$ cat src/rtl/tow_pkg.sv
// -----------------------------------------------------------------------------
// tow_pkg
// Shared definitions for the tug-of-war scoring datapath.
//   - led_control encodings driven by the master controller
//   - winner encodings reported on the winner output
//   - play-mode enumeration decoded from led_control/clear
//   - helpers for the centre and end indices of the LED bar
// -----------------------------------------------------------------------------
package tow_pkg;

    // led_control encodings from the master controller (01 is reserved)
    localparam logic [1:0] LC_ALL  = 2'b11;
    localparam logic [1:0] LC_POS  = 2'b10;
    localparam logic [1:0] LC_DARK = 2'b00;

    // winner encodings
    localparam logic WINNER_L = 1'b0;
    localparam logic WINNER_R = 1'b1;

    // Operating mode, decoded every cycle from the controller outputs
    typedef enum logic [1:0] {
        MODE_WAIT  = 2'd0,
        MODE_DARK  = 2'd1,
        MODE_PLAY  = 2'd2,
        MODE_GLOAT = 2'd3
    } mode_e;

    // Centre index of an odd-length bar
    function automatic int centre_idx(input int n_leds);
        return (n_leds - 1) / 2;
    endfunction

    // Index of the leftmost LED (the left player's goal)
    function automatic int end_idx(input int n_leds);
        return n_leds - 1;
    endfunction

    // Any combination that is not one of the three named modes is
    // treated as WAIT, so the rope is held at the centre by default.
    function automatic mode_e decode_mode(input logic [1:0] led_control,
                                          input logic       clear);
        mode_e mode;
        mode = MODE_WAIT;
        if (led_control == LC_DARK && !clear) begin
            mode = MODE_DARK;
        end else if (led_control == LC_POS && !clear) begin
            mode = MODE_PLAY;
        end else if (led_control == LC_POS && clear) begin
            mode = MODE_GLOAT;
        end
        return mode;
    endfunction

endpackage

$ cat src/rtl/tow_press_edge.sv
// -----------------------------------------------------------------------------
// tow_press_edge
// Converts a synchronised, debounced button level into a single-cycle press
// pulse on each rising edge. Holding the button never repeats the pulse.
//
// Ports:
//   clk    in   system clock
//   rst    in   synchronous active-high reset (clears the history register)
//   btn    in   button level
//   press  out  high for the cycle in which btn is 1 and was 0 last cycle
// -----------------------------------------------------------------------------
module tow_press_edge (
    input  logic clk,
    input  logic rst,
    input  logic btn,
    output logic press
);

    logic btn_q;
    logic btn_d;

    always_comb begin
        btn_d = btn;
        press = btn & ~btn_q;
    end

    always_ff @(posedge clk) begin
        if (rst) begin
            btn_q <= 1'b0;
        end else begin
            btn_q <= btn_d;
        end
    end

endmodule

$ cat src/rtl/tow_scorer.sv
// -----------------------------------------------------------------------------
// tow_scorer
// Rope-position and scoring datapath downstream of the tug-of-war master
// controller. Tracks the rope, drives the LED bar, detects round wins and
// false starts, and returns the one-cycle winrnd pulse to the controller.
//
// Ports:
//   clk          in   system clock
//   rst          in   synchronous active-high reset
//   clear        in   1 = presses ignored and rope frozen
//   leds_on      in   0 forces the bar dark
//   led_control  in   11 all on, 10 show position, 00 dark, 01 reserved
//   pbl, pbr     in   left/right player buttons (debounced levels)
//   leds         out  bar drive, leds[N_LEDS-1] is leftmost
//   winrnd       out  one-cycle pulse when a round is decided
//   winner       out  0 = left, 1 = right; valid from winrnd until re-centre
//   score_l/_r   out  saturating round-win counters
// -----------------------------------------------------------------------------
module tow_scorer
    import tow_pkg::*;
#(
    parameter int N_LEDS  = 7,
    parameter int SCORE_W = 4
) (
    input  logic               clk,
    input  logic               rst,
    input  logic               clear,
    input  logic               leds_on,
    input  logic [1:0]         led_control,
    input  logic               pbl,
    input  logic               pbr,
    output logic [N_LEDS-1:0]  leds,
    output logic               winrnd,
    output logic               winner,
    output logic [SCORE_W-1:0] score_l,
    output logic [SCORE_W-1:0] score_r
);

    localparam int POS_W = $clog2(N_LEDS);

    localparam logic [POS_W-1:0]   POS_C     = POS_W'(centre_idx(N_LEDS));
    localparam logic [POS_W-1:0]   POS_END   = POS_W'(end_idx(N_LEDS));
    localparam logic [POS_W-1:0]   POS_ZERO  = '0;
    localparam logic [POS_W-1:0]   POS_PRE_L = POS_W'(end_idx(N_LEDS) - 1);
    localparam logic [POS_W-1:0]   POS_PRE_R = POS_W'(1);
    localparam logic [SCORE_W-1:0] SCORE_MAX = '1;

    logic               press_l;
    logic               press_r;
    mode_e              mode;
    logic               dark_entry;
    logic               win_l;
    logic               win_r;
    logic [N_LEDS-1:0]  pos_onehot;

    logic [POS_W-1:0]   pos_q,     pos_d;
    logic               won_q,     won_d;
    logic               winrnd_q,  winrnd_d;
    logic               winner_q,  winner_d;
    logic [SCORE_W-1:0] score_l_q, score_l_d;
    logic [SCORE_W-1:0] score_r_q, score_r_d;
    logic [N_LEDS-1:0]  leds_q,    leds_d;
    logic               clear_q,   clear_d;

    tow_press_edge u_edge_l (
        .clk   (clk),
        .rst   (rst),
        .btn   (pbl),
        .press (press_l)
    );

    tow_press_edge u_edge_r (
        .clk   (clk),
        .rst   (rst),
        .btn   (pbr),
        .press (press_r)
    );

    // Rope and scoring next-state. Re-centring (WAIT, or the falling edge of
    // clear that marks entry to Dark) has priority over any press in the
    // same cycle. Once a round is won the rope stays at the winner's end
    // until the next re-centre, which is what the bar shows while gloating.
    always_comb begin
        pos_d      = pos_q;
        won_d      = won_q;
        winrnd_d   = 1'b0;
        winner_d   = winner_q;
        score_l_d  = score_l_q;
        score_r_d  = score_r_q;
        clear_d    = clear;
        win_l      = 1'b0;
        win_r      = 1'b0;
        mode       = decode_mode(led_control, clear);
        dark_entry = !clear && clear_q;

        if (mode == MODE_WAIT || dark_entry) begin
            pos_d = POS_C;
            won_d = 1'b0;
        end else if (!won_q) begin
            case (mode)
                MODE_PLAY: begin
                    if (press_l && !press_r) begin
                        pos_d = pos_q + 1'b1;
                        win_l = (pos_q == POS_PRE_L);
                    end else if (press_r && !press_l) begin
                        pos_d = pos_q - 1'b1;
                        win_r = (pos_q == POS_PRE_R);
                    end
                end
                // A press while the bar is dark is a false start and hands
                // the round to the opponent outright.
                MODE_DARK: begin
                    if (press_l && !press_r) begin
                        pos_d = POS_ZERO;
                        win_r = 1'b1;
                    end else if (press_r && !press_l) begin
                        pos_d = POS_END;
                        win_l = 1'b1;
                    end
                end
                default: begin
                end
            endcase
        end

        if (win_l) begin
            won_d    = 1'b1;
            winner_d = WINNER_L;
            winrnd_d = 1'b1;
            if (score_l_q != SCORE_MAX) begin
                score_l_d = score_l_q + 1'b1;
            end
        end

        if (win_r) begin
            won_d    = 1'b1;
            winner_d = WINNER_R;
            winrnd_d = 1'b1;
            if (score_r_q != SCORE_MAX) begin
                score_r_d = score_r_q + 1'b1;
            end
        end
    end

    // The bar is registered from the current rope position, so it shows a
    // new position one cycle after the press that caused it.
    always_comb begin
        pos_onehot = {{(N_LEDS-1){1'b0}}, 1'b1} << pos_q;
        leds_d     = '0;
        if (leds_on) begin
            case (led_control)
                LC_ALL:  leds_d = '1;
                LC_POS:  leds_d = pos_onehot;
                default: leds_d = '0;
            endcase
        end
    end

    always_ff @(posedge clk) begin
        if (rst) begin
            pos_q     <= POS_C;
            won_q     <= 1'b0;
            winrnd_q  <= 1'b0;
            winner_q  <= WINNER_L;
            score_l_q <= '0;
            score_r_q <= '0;
            leds_q    <= '0;
            clear_q   <= 1'b0;
        end else begin
            pos_q     <= pos_d;
            won_q     <= won_d;
            winrnd_q  <= winrnd_d;
            winner_q  <= winner_d;
            score_l_q <= score_l_d;
            score_r_q <= score_r_d;
            leds_q    <= leds_d;
            clear_q   <= clear_d;
        end
    end

    assign leds    = leds_q;
    assign winrnd  = winrnd_q;
    assign winner  = winner_q;
    assign score_l = score_l_q;
    assign score_r = score_r_q;

endmodule

$ cat config.mk
export PLATFORM = sky130hd
export DESIGN_NAME = tow_scorer
export DESIGN_NICKNAME = d
export VERILOG_FILES = /design/src/rtl/tow_pkg.sv /design/src/rtl/tow_press_edge.sv /design/src/rtl/tow_scorer.sv
export SDC_FILE = /design/constraint.sdc
export NUM_CORES = 1
export LEC_CHECK = 0
export CAP_MARGIN = 0
export CORE_MARGIN = 4
export CORE_UTILIZATION = 54
export DETAILED_ROUTE_END_ITERATION = 6
export PLACE_DENSITY_LB_ADDON = 0.3
export SLEW_MARGIN = 20
export SYNTH_ARGS = -nofsm -noshare
export SYNTH_HDL_FRONTEND = slang
export SYNTH_SLANG_ARGS = --single-unit
$ cat constraint.sdc
create_clock -name clk -period 4.4 [get_ports clk]
set_input_delay 0.88 -clock clk [delete_from_list [all_inputs] [get_ports clk]]
set_output_delay 0.88 -clock clk [all_outputs]
set_load 0.005 [all_outputs]
**Word-level counts from Yosys, hierarchy flattened**

Cells that the tools add are included.
W data, S select, Z words.

- Shifts and indexed selects: 1
- Bitwise gates (word level): 6
- Multiplexer cells: 28
- Reductions and logical operators: 20
- Add/subtract/negate cells: 4
- Eq/ne operators: 10

Operators by type and width:

| kind | count |
|---|---|
| $mux W1 | 17 |
| $pmux W7 S2 | 1 |
| $mux W3 | 4 |
| $add A4 B1 Y4 const B | 2 |
| $ne A4 B4 Y1 const B | 2 |
| $shl A1 B3 Y7 const A | 1 |
| $eq A2 B2 Y1 const B | 3 |
| $logic_and A1 B1 Y1 | 6 |
| $mux W2 | 3 |
| $ne A3 B3 Y1 const B | 2 |
| $pmux W3 S2 | 1 |
| $logic_not A2 Y1 | 2 |
| $not A1 Y1 | 4 |
| $pmux W1 S2 | 2 |
| $reduce_and A2 Y1 | 2 |
| $reduce_and A4 Y1 | 1 |
| $reduce_bool A2 Y1 | 2 |
| $reduce_or A2 Y1 | 2 |
| $add A3 B1 Y3 const B | 1 |
| $eq A3 B1 Y1 const B | 1 |
| $eq A3 B3 Y1 const B | 1 |
| $logic_not A1 Y1 | 3 |
| $reduce_bool A3 Y1 | 1 |
| $sub A3 B1 Y3 const B | 1 |
| 3 further kinds | 4 |

- Output and inout port bits: 17
- Input bits: 8
- Bits in registers: 24
- Word-level logic and storage cells: 79

**Logic depth before layout (Yosys ltp)**

Gate-level depths: netlist of the first run.

- Word-level depth: 11
- Depth in mapped cells: 8
- Gate-level depth less buffers: 7

**Cells and area by module**

A second synthesis of the first run with hierarchy kept.

- Cell total of the unflattened synthesis: 128
- Area total of the unflattened synthesis: 1251.2 µm²

By module, submodules not included:

| module | cells each | instances | area an instance (µm²) | seq. area each (µm²) |
|---|---|---|---|---|
| tow_scorer | 122 | 1 | 1156.1 | 440.4 |
| tow_press_edge | 3 | 2 | 47.5 | 20.0 |

**Least setup slack after synthesis of the first run**

Ideal clock, no wire load.

- Kind: input to register
- Start point: in pbr
- End point: reg score_r_q[0] (netlist: score_r[0])
- Data required time: 4.277 ns
- Path buffers: 1
- Data arrival time: 2.405 ns
- Library setup time: 0.123 ns
- Stages: 8
- Slack: 1.871 ns
- Cell sequence: nor2b_1 inv_1 ha_1 clkbuf_1 nor2_1 a32oi_2 a311oi_4 mux2_1

- Word-level cells in the longest chain between the ends: 8
- Elaborated cells on any way between the ends: 11
- Those cells by class: mux (6); bitwise (1); reduce/logical (4)

RTL lines:

| item | RTL line | RTL |
|---|---|---|
| start: declaration | tow_scorer.sv:31 | `input logic pbr,` |
| $and A1 B1 Y1 * | tow_press_edge.sv:24 | `press = btn & ~btn_q;` |
| $logic_and A1 B1 Y1 or $logic_not A1 Y1 (tied branches) | tow_scorer.sv:105, tow_scorer.sv:102, tow_scorer.sv:113 |  |
| $mux W1 or $logic_and A1 B1 Y1 (tied branches) | tow_scorer.sv:105, tow_scorer.sv:102, tow_scorer.sv:113 |  |
| $mux W1, on equally long branches | tow_scorer.sv:102, tow_scorer.sv:113 |  |
| $pmux W1 S2 * | tow_scorer.sv:100 | `case (mode)` |
| $mux W1 * | tow_scorer.sv:99 | `end else if (!won_q) begin` |
| $mux W1 * | tow_scorer.sv:96 | `if (mode == MODE_WAIT \|\| dark_entry) begin` |
| $reduce_and A2 Y1 (no line) * | n/a |  |
| end signal: assignment | tow_scorer.sv:175 | `score_r_q <= score_r_d;` |
| end: declaration | tow_scorer.sv:61 | `logic [SCORE_W-1:0] score_r_q, score_r_d;` |

Mark *: on every way between the ends. The rest lies on a longest branch, timed or not.
A chain may end at the register's enable or synchronous reset.

**Worst setup path after layout of the first run**

Ends and elaborated chain as after synthesis.

==> results of run 1 <==
[worst max-delay path: stages]
cell	delay, ps
clkdlybuf4s50_1	460
nor2b_1	170
inv_1	60
ha_1	310
nor2_1	210
a32oi_2	190
a311oi_4	330
mux2_1	350
[synth_stat cells (all sizes together) (4+ instances only)]
cell | number | area (um^2)
a211oi | 5 | 37.5
a21oi | 7 | 35.0
clkbuf | 4 | 15.0
dfxtp | 24 | 480
ha | 10 | 125
inv | 7 | 26.3
nand2 | 6 | 22.5
nand2b | 5 | 31.3
nor2 | 15 | 56.3
nor2b | 8 | 50.1
nor3 | 4 | 25.0
[sequential cells by signal, indices dropped and copies added (netlist names), 3 cells and up]
name,count
pos_q,3
score_l,4
leds,7
score_r,4
[worst min-delay path by stage]
stage              to  slack (ps)
5_1_grt         won_q         550
2_1_floorplan  winner         470
4_1_cts        winner         520
6_report       winner         510
3_5_place_dp   winner         500
3_3_place_gp   winner         470
[report_power, final]
part	switching, mW	total (mW)	internal, mW
logic	0.0231	0.0425	0.0194
clock network	0.0632	0.0952	0.0321
registers	0.00146	0.223	0.221
[metrics by stage]
step                      cells  worst slack, ps  utilization [%]  instance area (um^2)
after floorplan             130             1870                -                  1230
after global placement      177             1400             67.5                  1480
after detailed placement    177             1310             67.5                  1480
after CTS                   180             1650             68.5                  1500
after global routing        180             1510             68.5                  1500
final                       180             1660             68.5                  1500
[cells by family after synthesis]
| family | after synthesis | synth area share [%] |
|---|---|---|
| and+or+nand+nor | 50 | 22.5 |
| AOI/OAI and AO/OA | 28 | 18.9 |
| DFF | 24 | 39.1 |
| buffers and inverters | 12 | 4.27 |
| adders and majority gates | 10 | 10.2 |
| muxes | 5 | 4.37 |
| xor gates and xnor gates | 1 | 0.712 |
[metal layers]
metal  wire length, um  vias to the layer above
met4                68                        0
met5                 0                        -
met1              1040                      444
met2              1070                       27
met3               110                        9
li1                  -                      511
[cell type report]
class | count | area (um^2)
well taps | 28 | 35.0
flip-flops and latches | 24 | 480
multi-input cells | 94 | 697
clock buffers | 3 | 22.5
repair buffers | 24 | 240
fillers | 183 | 689
inverters | 7 | 26.3
[layout by cell type (no fill, tap or decap), types with 2 or more instances in the layout]
cell,count
a21oi_1,7
nor3_1,3
inv_1,7
nand2b_1,5
clkdlybuf4s50_1,24
a32oi_2,2
dfxtp_1,24
ha_1,10
nor2_1,15
mux2i_1,2
nand4_1,2
nand2_1,6
o21ai_0,3
clkbuf_4,3
mux2_1,3
a211oi_1,5
a31oi_1,2
nor2b_1,8
nand3_1,2
==> summary.txt, run 1 <==
Outcome
  • Outcome: completed

Setup path
  • Setup CP Type: in -> reg
  • R2R Path End: score_r[0]
  • Crit-path max FO: 9
  • R2R depth: 7
  • CP startpoint: pbr
  • Setup crit end: score_r[0]
  • Critical path arrival: 2960 ps
  • RR Startpoint: u_edge_r.btn_q
  • Worst setup SP type: input pin
  • Worst Setup End Kind: flop
  • Reg2reg setup slack: 2390 ps
  • Worst path required time: 4620 ps

Floorplanning
  • Row cnt: 17
  • Die height: 55.7 um
  • Die width: 55.7 um
  • Initial Util: 56.1%
  • Core area: 2190 um^2
  • # IOs: 25
  • Die area: 3110 um^2

Clock network
  • Hold_buf cts: 0
  • Clock latency at the later pin of the worst-skew pair: 320 ps
  • CTS sink cnt: 24
  • CTS root buffer: clkbuf_4
  • Clk slew on worst S/H paths: 130 ps
  • Setup Fix Bufs, Post-CTS: 0
  • CTS tree: built
  • Post-CTS sizing: 0
  • Clock Tree Buf Depth: 2
  • CTS Buf Count: 3
  • H-tree depth: 1

Power
  • Leakage power: 0.602 nW
  • P per Cell Area: 240 nW/um^2
  • Total power: 0.360 mW
  • Max IR drop VDD: 0.000162 V

Finish
  • Fraction of layout cells with a size suffix above 1: 6.58%
  • Area Overhead vs Synth: 22.1%
  • Fin nets: 172
  • Diode count: 0

Route
  • Post-route DRC: 0
  • Via count: 991
  • Initial drt markers: 14
  • DR vias/cell: 5.51
  • WL/cell: 12.7 um
  • Drt first pass iters: 4
  • Antenna violation net count after detailed routing: 0
  • Wirelength, routed: 2290 um

Synth
  • Seq/Total Area, Yosys: 39.1%
  • Yosys reg bits: 24
  • Net Count, Synth: 148
  • Mapped Area: 1230 um^2
  • Synth warn: 0
  • Ys flop type: dfxtp_1
  • Average cell area after synthesis: 9.46 um^2
  • Distinct cells, synth: 38
  • Post-Syn Instances: 130
  • Synth async-reset ratio: 0%
  • EDFF count, synth: 0

Global route
  • Met1 usage: 19.9%
  • Tot GR Track Use: 15.5%
  • Initial antenna violation count: 0
  • First-pass GRT wire length: 4000 um
  • Largest net degree at the start of global routing: 21
  • Met2 Usage GRT: 25.7%
  • Top Usage Layer GRT: met2
  • Global route total overflow: 0
  • Vias in the first global route: 920
  • Routing usage on met3: 3.02%

Timing
  • Skew final: 10.6 ps
  • RSZ-0062 raised after global routing: no
  • Final setup fails: 0
  • Tmin final: 2740 ps
  • Achievable frequency: 364 MHz
  • Slew Limit Fails: 0
  • Final hold slack: 508 ps
  • Fin Setup TNS: 0 ps
  • Fin crit share: 62.4%
  • Slew of the pin with the lowest slew margin: 675 ps
  • Final hold violation count: 0
  • Slew headroom: 54.9%

Placement
  • Dpl hpwl: 1730 um
  • IO buf count: 24
  • Gp weighted congestion: 0.753

Worst hold path
  • Hold path depth: 2
  • Hold crit path type: reg -> reg
  • Hold wc startpoint: winner

Flow run
  • Max Cap Viol: 0
Note: power is estimated with default switching activity, not from simulation.
==> run 2: changes to the inputs <==
--- a/config.mk
+++ b/config.mk
@@ -7,7 +7,7 @@
 export LEC_CHECK = 0
 export CAP_MARGIN = 0
 export CORE_MARGIN = 4
-export CORE_UTILIZATION = 54
+export CORE_UTILIZATION = 45
 export DETAILED_ROUTE_END_ITERATION = 6
 export PLACE_DENSITY_LB_ADDON = 0.3
 export SLEW_MARGIN = 20
==> constraint.sdc (replaced) <==
create_clock -name clk -period 2.3 [get_ports clk]
set_input_delay 0.46 -clock clk [delete_from_list [all_inputs] [get_ports clk]]
set_output_delay 0.46 -clock clk [all_outputs]
set_load 0.005 [all_outputs]
==> run 2 against run 1 <==
Effect of this change: first-iteration DRC count rose by 36%; final cell count rose by 10%; core utilization fell by 4.5 points; critical endpoint unchanged; largest cell class unchanged; highest routed layer unchanged.
==> summary.txt, run 2 (synthesis gave the netlist of run 1 again) <==
Outcome
  • Outcome: completed

Worst hold path
  • Hold path depth: 2 (unchanged)
  • Hold crit path type: reg -> reg

Clock network
  • Post-CTS sizing: 0 (unchanged)
  • CTS root buffer: clkbuf_4
  • Hold_buf cts: 0 (unchanged)
  • Setup Fix Bufs, Post-CTS: 0 (unchanged)
  • Clk slew on worst S/H paths: 140 ps (about the same)
  • CTS tree: built
  • Clock Tree Buf Depth: 2 (unchanged)
  • Clock latency at the later pin of the worst-skew pair: 320 ps (about the same)
  • H-tree depth: 1 (unchanged)
  • CTS Buf Count: 3 (unchanged)
  • CTS sink cnt: 24 (unchanged)

Route
  • Initial drt markers: 19 (+5)
  • WL/cell: 12.7 um (-0.53%)
  • Drt first pass iters: 4 (unchanged)
  • Via count: 1054 (+6.4%)
  • DR vias/cell: 5.32 (-3.3%)
  • Wirelength, routed: 2510 um (+9.4%)
  • Antenna violation net count after detailed routing: 0 (unchanged)
  • Post-route DRC: 0 (unchanged)

Floorplanning
  • Die width: 60.3 um (+8.2%)
  • # IOs: 25 (unchanged)
  • Die area: 3630 um^2 (+17%)
  • Die height: 60.3 um (+8.2%)
  • Row cnt: 18 (+1)
  • Core area: 2540 um^2 (+16%)
  • Initial Util: 48.3% (-7.8 points)

Global route
  • Global route total overflow: 0 (unchanged)
  • First-pass GRT wire length: 4290 um (+7.4%)
  • Initial antenna violation count: 0 (unchanged)
  • Met2 Usage GRT: 26.2% (+0.56 points)
  • Largest net degree at the start of global routing: 20 (-4.8%)
  • Tot GR Track Use: 15.7% (+0.17 points)
  • Met1 usage: 19.1% (-0.79 points)
  • Top Usage Layer GRT: met2
  • Vias in the first global route: 1006 (+9.3%)
  • Routing usage on met3: 2.59% (-0.42 points)

Placement
  • Dpl hpwl: 1930 um (+11%)
  • Post-Place Cells: 194 (+9.6%)
  • Gp weighted congestion: 0.910 (+21%)
  • IO buf count: 24 (unchanged)

Setup path
  • Crit-path max FO: 2 (-7)
  • Worst Setup End Kind: flop
  • Setup CP Type: in -> reg
  • Worst setup SP type: input pin
  • Worst path required time: 2520 ps (-2100 ps)
  • R2R depth: 6 (-1)
  • Critical path arrival: 2320 ps (-640 ps)

Finish
  • Commonest non-fill, non-tap cells in the layout: 24 x dfxtp_1, 24 x clkdlybuf4s50_1, 15 x nor2_1, 15 x buf_4, 10 x ha_1
  • Fraction of layout cells with a size suffix above 1: 15.5% (+8.9 points)
  • Diode count: 0 (unchanged)
  • Area Overhead vs Synth: 32.6%
  • Fin nets: 187 (+8.7%)
  • Post-Layout Cell Count: 198 (+10%)
  • Final core utilization: 64.1% (-4.5 points)
  • Max FFs per register: 7 (unchanged)

Timing
  • RSZ-0062 raised after global routing: no
  • Tmin final: 2100 ps
  • Achievable frequency: 476 MHz
  • Final hold violation count: 0 (unchanged)
  • Final setup fails: 0 (unchanged)
  • Slew Limit Fails: 0 (unchanged)
  • Skew final: 4.84 ps (-5.80 ps)
  • Slew headroom: 63.0% (+8.1 points)
  • Final hold slack: 511 ps (+2.75 ps)
  • Fin Setup TNS: 0 ps (unchanged)
  • Fin crit share: 91.3%
  • Slew of the pin with the lowest slew margin: 552 ps (-123 ps)

Power
  • Leakage power: 0.681 nW (+13%)
  • Max IR drop VDD: 0.000323 V (+100%)
  • P per Cell Area: 464 nW/um^2 (+93%)
  • Total power: 0.756 mW (+110%)

Flow run
  • Max Cap Viol: 0 (unchanged)
==> run 2: changes by cell type in the layout (fill, tap and decap cells not counted), sizes merged <==
cell / delta
buf: +15
clkbuf: +1
==> run 2: worst max-delay path: stages <==
cell and delay, ps:
clkdlybuf4s50_1 460, nor2b_1 160, inv_1 60, ha_1 190
nor2_1 160, a32oi_2 160, a311oi_4 320, mux2_1 360
==> run 2: path summary, 6_finish.rpt <==
path | from | endpoint | slack (ps)
setup / recovery | pbr | score_r[0] | 200
hold / removal | winner | winner | 510
setup reg to reg | pos_q[1] | score_l[0] | 400
hold reg to reg | winner | winner | 510
==> run 2: metal layers <==
| metal | wire [um] | up-vias | share of wire [%] |
|---|---|---|---|
| met3 | 123 | 5 | 4.9 |
| met4 | 50 | 0 | 2.0 |
| li1 | - | 539 | - |
| met5 | 0 | - | 0 |
| met2 | 1170 | 30 | 47 |
| met1 | 1170 | 480 | 46 |
==> run 2: power by group <==
group	total, mW	internal (mW)	switching [mW]	leakage, nW
clock network	0.228	0.0968	0.131	0.0210
logic	0.102	0.0536	0.0480	0.465
registers	0.426	0.424	0.00294	0.195
total	0.756	0.574	0.182	0.681
==> run 2: per-stage QoR <==
step	setup slack [ps]	instance area, um^2
4_1_cts	203	1630
2_1_floorplan	191	1230
3_5_place_dp	-158	1590
5_1_grt	66.7	1630
3_3_place_gp	-107	1590
6_report	200	1630
==> run 2: area by class of cell <==
class | instances | area, um^2
sequential | 24 | 480
timing repair buffer | 39 | 353
fill | 229 | 915
clock buffer | 4 | 36.3
tap | 30 | 37.5
inverter | 7 | 26.3
multi-input combinational | 94 | 697
